$ cat src/rtl/pipeline_step_ctrl.sv
// Run/single-step controller for the MIPS pipeline.
// Turns the asynchronous change/step debug strobes into a pipeline clock-enable.
// It supports free-run, pause, fixed-length stepping, and a halt on break/trap.
//
// state    | meaning
// ---------+-------------------------------------------------------------
// RUN      | free-run, pipe_en every cycle
// PAUSE    | pipeline frozen, waiting for a step or a mode toggle
// STEPPING | issuing STEP_CYCLES back-to-back enabled cycles
// HALTED   | frozen by halt_req, only a mode toggle leaves (to PAUSE)
module pipeline_step_ctrl #(
  parameter int STEP_CYCLES = 1,
  parameter int SYNC_STAGES = 2,
  parameter int CNT_W       = 32,
  parameter int START_STEP  = 0
) (
  input  logic             clock,
  input  logic             reset,
  input  logic             change,
  input  logic             step,
  input  logic             halt_req,
  output logic             pipe_en,
  output logic             step_mode,
  output logic             halted,
  output logic [CNT_W-1:0] cycle_count
);

  localparam logic [1:0] ST_RUN      = 2'd0;
  localparam logic [1:0] ST_PAUSE    = 2'd1;
  localparam logic [1:0] ST_STEPPING = 2'd2;
  localparam logic [1:0] ST_HALTED   = 2'd3;

  localparam logic [1:0] ST_RESET  = (START_STEP != 0) ? ST_PAUSE : ST_RUN;
  localparam logic [7:0] STEP_LOAD = 8'(STEP_CYCLES);

  logic [SYNC_STAGES-1:0] chg_sync;
  logic [SYNC_STAGES-1:0] stp_sync;
  logic                   chg_hist;
  logic                   stp_hist;
  logic                   chg_p;
  logic                   stp_p;

  logic [1:0] state;
  logic [1:0] state_nxt;
  logic [7:0] step_cnt;
  logic [7:0] step_cnt_nxt;
  logic       pend_run;
  logic       pend_run_nxt;
  logic       pend_eff;

  // Synchronize the raw strobes and keep one history flop for edge detection
  always_ff @(posedge clock) begin
    if (!reset) begin
      chg_sync <= '0;
      stp_sync <= '0;
      chg_hist <= 1'b0;
      stp_hist <= 1'b0;
    end else begin
      chg_sync <= {chg_sync[SYNC_STAGES-2:0], change};
      stp_sync <= {stp_sync[SYNC_STAGES-2:0], step};
      chg_hist <= chg_sync[SYNC_STAGES-1];
      stp_hist <= stp_sync[SYNC_STAGES-1];
    end
  end

  assign chg_p = chg_sync[SYNC_STAGES-1] & ~chg_hist;
  assign stp_p = stp_sync[SYNC_STAGES-1] & ~stp_hist;

  // A change arriving on the last step cycle still counts toward the pending toggle
  assign pend_eff = pend_run ^ chg_p;

  // Next-state, step down-counter and pending-run decode
  always_comb begin
    state_nxt    = state;
    step_cnt_nxt = step_cnt;
    pend_run_nxt = pend_run;
    case (state)
      ST_RUN: begin
        if (halt_req)   state_nxt = ST_HALTED;
        else if (chg_p) state_nxt = ST_PAUSE;
      end
      ST_PAUSE: begin
        if (chg_p) begin
          state_nxt = ST_RUN;
        end else if (stp_p) begin
          state_nxt    = ST_STEPPING;
          step_cnt_nxt = STEP_LOAD;
        end
      end
      ST_STEPPING: begin
        if (halt_req) begin
          state_nxt    = ST_HALTED;
          step_cnt_nxt = 8'd0;
          pend_run_nxt = 1'b0;
        end else if (step_cnt <= 8'd1) begin
          state_nxt    = pend_eff ? ST_RUN : ST_PAUSE;
          step_cnt_nxt = 8'd0;
          pend_run_nxt = 1'b0;
        end else begin
          step_cnt_nxt = step_cnt - 8'd1;
          pend_run_nxt = pend_eff;
        end
      end
      default: begin
        if (chg_p) state_nxt = ST_PAUSE;
      end
    endcase
  end

  // State, step counter and pending-run registers
  always_ff @(posedge clock) begin
    if (!reset) begin
      state    <= ST_RESET;
      step_cnt <= 8'd0;
      pend_run <= 1'b0;
    end else begin
      state    <= state_nxt;
      step_cnt <= step_cnt_nxt;
      pend_run <= pend_run_nxt;
    end
  end

  assign pipe_en   = (state == ST_RUN) || (state == ST_STEPPING);
  assign step_mode = (state != ST_RUN);
  assign halted    = (state == ST_HALTED);

  // Count enabled cycles; wraps silently
  always_ff @(posedge clock) begin
    if (!reset) begin
      cycle_count <= '0;
    end else if (pipe_en) begin
      cycle_count <= cycle_count + CNT_W'(1);
    end
  end

endmodule

$ cat config.mk
export PLATFORM = sky130hd
export DESIGN_NAME = pipeline_step_ctrl
export DESIGN_NICKNAME = d
export VERILOG_FILES = /design/src/rtl/pipeline_step_ctrl.sv
export SDC_FILE = /design/constraint.sdc
export NUM_CORES = 1
export LEC_CHECK = 0
export CORE_MARGIN = 2
export CORE_UTILIZATION = 46
export CTS_CLUSTER_DIAMETER = 50
export DETAILED_ROUTE_END_ITERATION = 7
export HOLD_SLACK_MARGIN = 0.06
export PLACE_DENSITY = 0.73
export SLEW_MARGIN = 20
export SYNTH_ARGS = -nofsm -noshare
export SYNTH_HDL_FRONTEND = slang
export SYNTH_SLANG_ARGS = --single-unit
$ cat constraint.sdc
create_clock -name clock -period 1.75 [get_ports clock]
set_clock_uncertainty 0.2 [all_clocks]
set_input_delay 0.35 -clock clock [delete_from_list [all_inputs] [get_ports clock]]
set_output_delay 0.35 -clock clock [all_outputs]
set_load 0.03 [all_outputs]
# Yosys cells after proc, flatten, opt, wreduce, memory -nomap -nowiden
# Cells that the tools add are included.
# op_classes
add_sub_neg,2
magnitude_cmp,1
eq_ne,7
mux,15
n_bitwise,5
reduce_logical,6
# ops
operator,n
32-bit by 1-bit adder with 32-bit output (second input constant),1
8-bit two-way mux,4
8-bit one-hot mux with 2 select lines,1
2-bit two-way mux,6
8-bit by 1-bit less-or-equal comparator with 1-bit output (second input constant),1
8-bit by 1-bit subtractor with 8-bit output (second input constant),1
3-bit != test (second input constant),2
2-bit one-hot mux with 3 select lines,1
2-bit equality test (second input constant),2
2-bit != test (second input constant),2
2-bit nonzero test,2
1-bit two-way mux,3
3-bit AND reduction,1
1-bit bitwise AND,2
2-bit by 1-bit equality test with 1-bit output (second input constant),1
2-bit zero test,1
1-bit inverter,2
2-bit AND reduction,1
1-bit logical OR,1
1-bit bitwise XOR,1
# totals
regBits,49
input_bits,5
wordCells,44

# Depth between registers and ports, before layout
# depth
word_depth,7
depth_mapped,6

# Least setup slack after synthesis
# No wires, ideal clock.
# synth_path
kind,reg-to-reg
start,register cycle_count[6]
end,register cycle_count[27]
setup_time_ps,115
arrival_ps,1678
t_required_ps,1435
path_slack_ps,-242
stages_incl_launch_ff,7
period_less_slack_ps,1992
cell_sequence,dfxtp_1 -> and4_1 -> buf_4 -> nand3_2 -> buf_2 -> o31a_1 -> o21a_1
# synth_via
elab_chain_cells,1
# synth_rtl
element,line_no,rtl
from (decl),25,output logic [CNT_W-1:0] cycle_count
from (signal assigned),132,cycle_count <= cycle_count + CNT_W'(1);
32-bit by 1-bit adder with 32-bit output,132,
# Every way passes these cells.
# A chain may end at the register's enable or synchronous reset.

# Worst setup path in the final report
# layout_path
start,register step_cnt[0]
end,register step_cnt[5]
# layout_via
elab_chain_cells,4
word_cells_on_any_way,5
classes_between,1 x add/sub; 1 x order compare; 3 x mux
# layout_rtl
element,line_no,rtl
from (decl),45,logic [7:0] step_cnt;
from (signal assigned),118,step_cnt <= step_cnt_nxt;
8-bit by 1-bit subtractor with 8-bit output or 8-bit by 1-bit less-or-equal comparator with 1-bit output (tied branches),"100, 95",
8-bit two-way mux *,95,end else if (step_cnt <= 8'd1) begin
8-bit two-way mux *,91,if (halt_req) begin
8-bit one-hot mux with 2 select lines *,77,case (state)
# Mark *: on every way between the ends. The rest lies on a longest branch, timed or not.

==> results.sh <==
export IMPL_vias=2433
export IMPL_path_cells="or3_4 -> or3_4 -> or3_1 -> a21oi_1"
export IMPL_synth_main_ff_cell="dfxtp_1"
export IMPL_die_area_mm2=0.00569
export IMPL_hold_viol=0
export IMPL_worst_slew_pin_slew_ns=0.335
export IMPL_synth_avg_cell_area_um2=8.76
export IMPL_antenna_left=0
export IMPL_rows=26
export IMPL_min_path_type="reg -> reg"
export IMPL_clk_latency_ns=0.30
export IMPL_p_total_mw=2.37
export IMPL_die_height_um=75.5
export IMPL_critPathMaxFanout=3
export IMPL_p_leak_nw=1.46
export IMPL_avgViaCountPerCell=5.55
export IMPL_criticalPathCategory="reg -> reg"
export IMPL_nets=375
export IMPL_maxUsedRoutingLayer="met4"
export IMPL_wl_met2_um=3240
export IMPL_slowest_stage="or3_4"
export IMPL_cellPowerDensity_mw_per_mm2=652
export IMPL_cts_made_buffers=5
export IMPL_synth_common_cells="49 x dfxtp_1, 27 x a21oi_1, 16 x nor2_1"
export IMPL_status="finished with violations"
export IMPL_overflow=0
export IMPL_io_pins=40
export IMPL_htreeDepth=2
export IMPL_cts_clk_slew_worst_paths_ns=0.08
export IMPL_dp_hpwl_um=4200
export IMPL_ff2ff_path_depth=4
export IMPL_synth_cells=268
export IMPL_critical_path_top_delay_family="simple AND/OR/NAND/NOR gates"
export IMPL_die_w_um=75.5
export IMPL_yosysMostFrequentCell="dfxtp_1"
export IMPL_fin_setup_tns_ns=-0.191
export IMPL_setup_viol=9
export IMPL_final_area_mm2=0.00364
export IMPL_slew_headroom_pct=77.3
export IMPL_yosysSeqAreaShare_pct=41.8
export IMPL_io_buffers=39
export IMPL_crit_buf_inv=0
export IMPL_antennaDiodeCount=0
export IMPL_synth_distinct_cells=46
export IMPL_gp_routability_congestion=0.813
export IMPL_final_cells=438
export IMPL_slew_violations=0
export IMPL_fin_crit_ns=1.79
export IMPL_place_area_mm2=0.00327
export IMPL_crit_top_cell="or3_4"
export IMPL_end_kind="flip-flop"
export IMPL_cp_start_kind="flip-flop"
export IMPL_cp_num_cells=4
export IMPL_yosysTopAreaCell="dfxtp_1"
export IMPL_async_flop_share_pct=0
export IMPL_critical_path_max_stage_delay_ns=0.40
export IMPL_placed_cells=415
export IMPL_root_buffer="clkbuf_8"
export IMPL_syn_nets=276
export IMPL_synth_top_area_share_pct=41.8
export IMPL_synth_edf_count=0
export IMPL_m1WireLength_um=2790
export IMPL_utilization_pct=72.6
export IMPL_drt_iter0_markers=162
export IMPL_fmax_mhz=559
export IMPL_worst_slack_ns=-0.0392
export IMPL_clkSinkCount=49
export IMPL_wirelength_um=6270
export IMPL_timing_final_crit_share_pct=102
export IMPL_synth_area_mm2=0.00235
export IMPL_grt_pass1_vias=2137
export IMPL_synth_ff_latch_count=49
export IMPL_wl_per_cell_um=14.3
export IMPL_drv_cap=0
export IMPL_drc_errors=0
export IMPL_grt_pass1_wl_um=9530
export IMPL_dr_wl_met3_um=192
export IMPL_crit_required_ns=1.78
export IMPL_yosysWarnings=0
export IMPL_first_pass_iters=4
export IMPL_drive_gt1_share_pct=40.8
export IMPL_grt_max_degree=29
export IMPL_cp_arrival_ns=1.82
export IMPL_antenna_found_initial=0
export IMPL_cts_tree="done"
export IMPL_area_delta_synth_final_pct=54.8
export IMPL_start_util_pct=46.9
export IMPL_min_path_cells=1
export IMPL_violations="setup timing"
export IMPL_grt_total_usage_pct=21.9
export IMPL_synth_area_top_cells="dfxtp_1 42%, a21oi_1 5.8%, or4_1 3.8%"
export IMPL_rsz0062_at_grt="yes"
export IMPL_ir_drop_uv=503
export IMPL_cts_buffer_depth=2
export IMPL_core_area_mm2=0.00501
==> final cells by class <==
cell class	count	area (um^2)
Multi-Input combinational cell	197	1460
Fill cell	398	1370
Sequential cell	49	1070
Timing Repair Buffer	105	903
Tap cell	70	87.6
Clock buffer	6	72.6
Inverter	9	33.8
Clock inverter	2	10.0
==> through the flow <==
step	setup WS (ns)	hold slack, ns
floorplan	0.00526	0.212
global placement	-0.0755	0.213
detailed placement	-0.127	0.217
CTS	-0.0382	0.237
global route	-0.0973	0.274
finish	-0.0392	0.237
==> path summary, 6_finish.rpt <==
kind	start	endpoint	slack (ns)
max	step_cnt[0]	step_cnt[5]	-0.04
min	stp_sync[0]	stp_sync[1]	0.24
max reg2reg	step_cnt[0]	step_cnt[5]	-0.04
min reg2reg	stp_sync[0]	stp_sync[1]	0.24
==> cells in the final DEF, fill, tap and decap left out, types with 3 or more instances in the layout <==
cell type	count
buf_4	56
dlygate4sd2_1	23
a21oi_1	22
dfxtp_4	17
dfxtp_2	17
nor2_1	16
dfxtp_1	15
o21ai_0	13
nand4_1	12
nand2_1	12
and2_1	11
buf_6	11
or3_1	10
o31ai_1	9
or4_1	9
xor2_1	9
nand3_1	8
clkdlybuf4s15_1	7
inv_1	6
a21oi_2	5
clkbuf_8	5
and4_4	4
clkdlybuf4s50_1	4
nand3_4	3
or4_4	3
nor2b_1	3
nand2b_1	3
or3_4	3
ha_4	3
==> report_power, final <==
group	internal, mW	switching, mW
Combinational	0.282	0.258
Clock	0.278	0.364
Sequential	1.14	0.0443
Total	1.70	0.666
==> per-layer routing <==
layer / vias to the layer above / GRT usage, %
met5: - / 0
met4: 0 / 8.19
met3: 4 / 3.31
met2: 51 / 37.4
met1: 1189 / 28.1
li1: 1189 / -
==> cell families (layout without fill, tap and decap cells) <==
group / Yosys count / count (layout) / synth area share (%)
AND/OR/NAND/NOR: 117 / 118 / 30.7
AO/OA/AOI/OAI: 63 / 63 / 16.3
flip-flops: 49 / 49 / 41.8
buffers and inverters: 23 / 122 / 4.63
XOR/XNOR: 11 / 11 / 4.10
adder cells (fa/ha/maj): 3 / 3 / 1.60
multiplexers: 2 / 2 / 0.852
==> sequential cells by signal, indices dropped and copies added, names as in the netlist <==
register     flops
chg_sync         2
state            2
stp_hist         1
cycle_count     32
step_cnt         8
chg_hist         1
stp_sync         2
pend_run         1
==> timing repair <==
action / CTS / global route
setup endpoints to repair: 62 / 36
gates cloned: 1 / 1
hold endpoints to repair: 0 / 0
resized for setup: 52 / 46
pin swaps: 13 / 22
setup buffers: 9 / 4
hold buffers: 0 / 0
(Power assumes the default switching activity.)
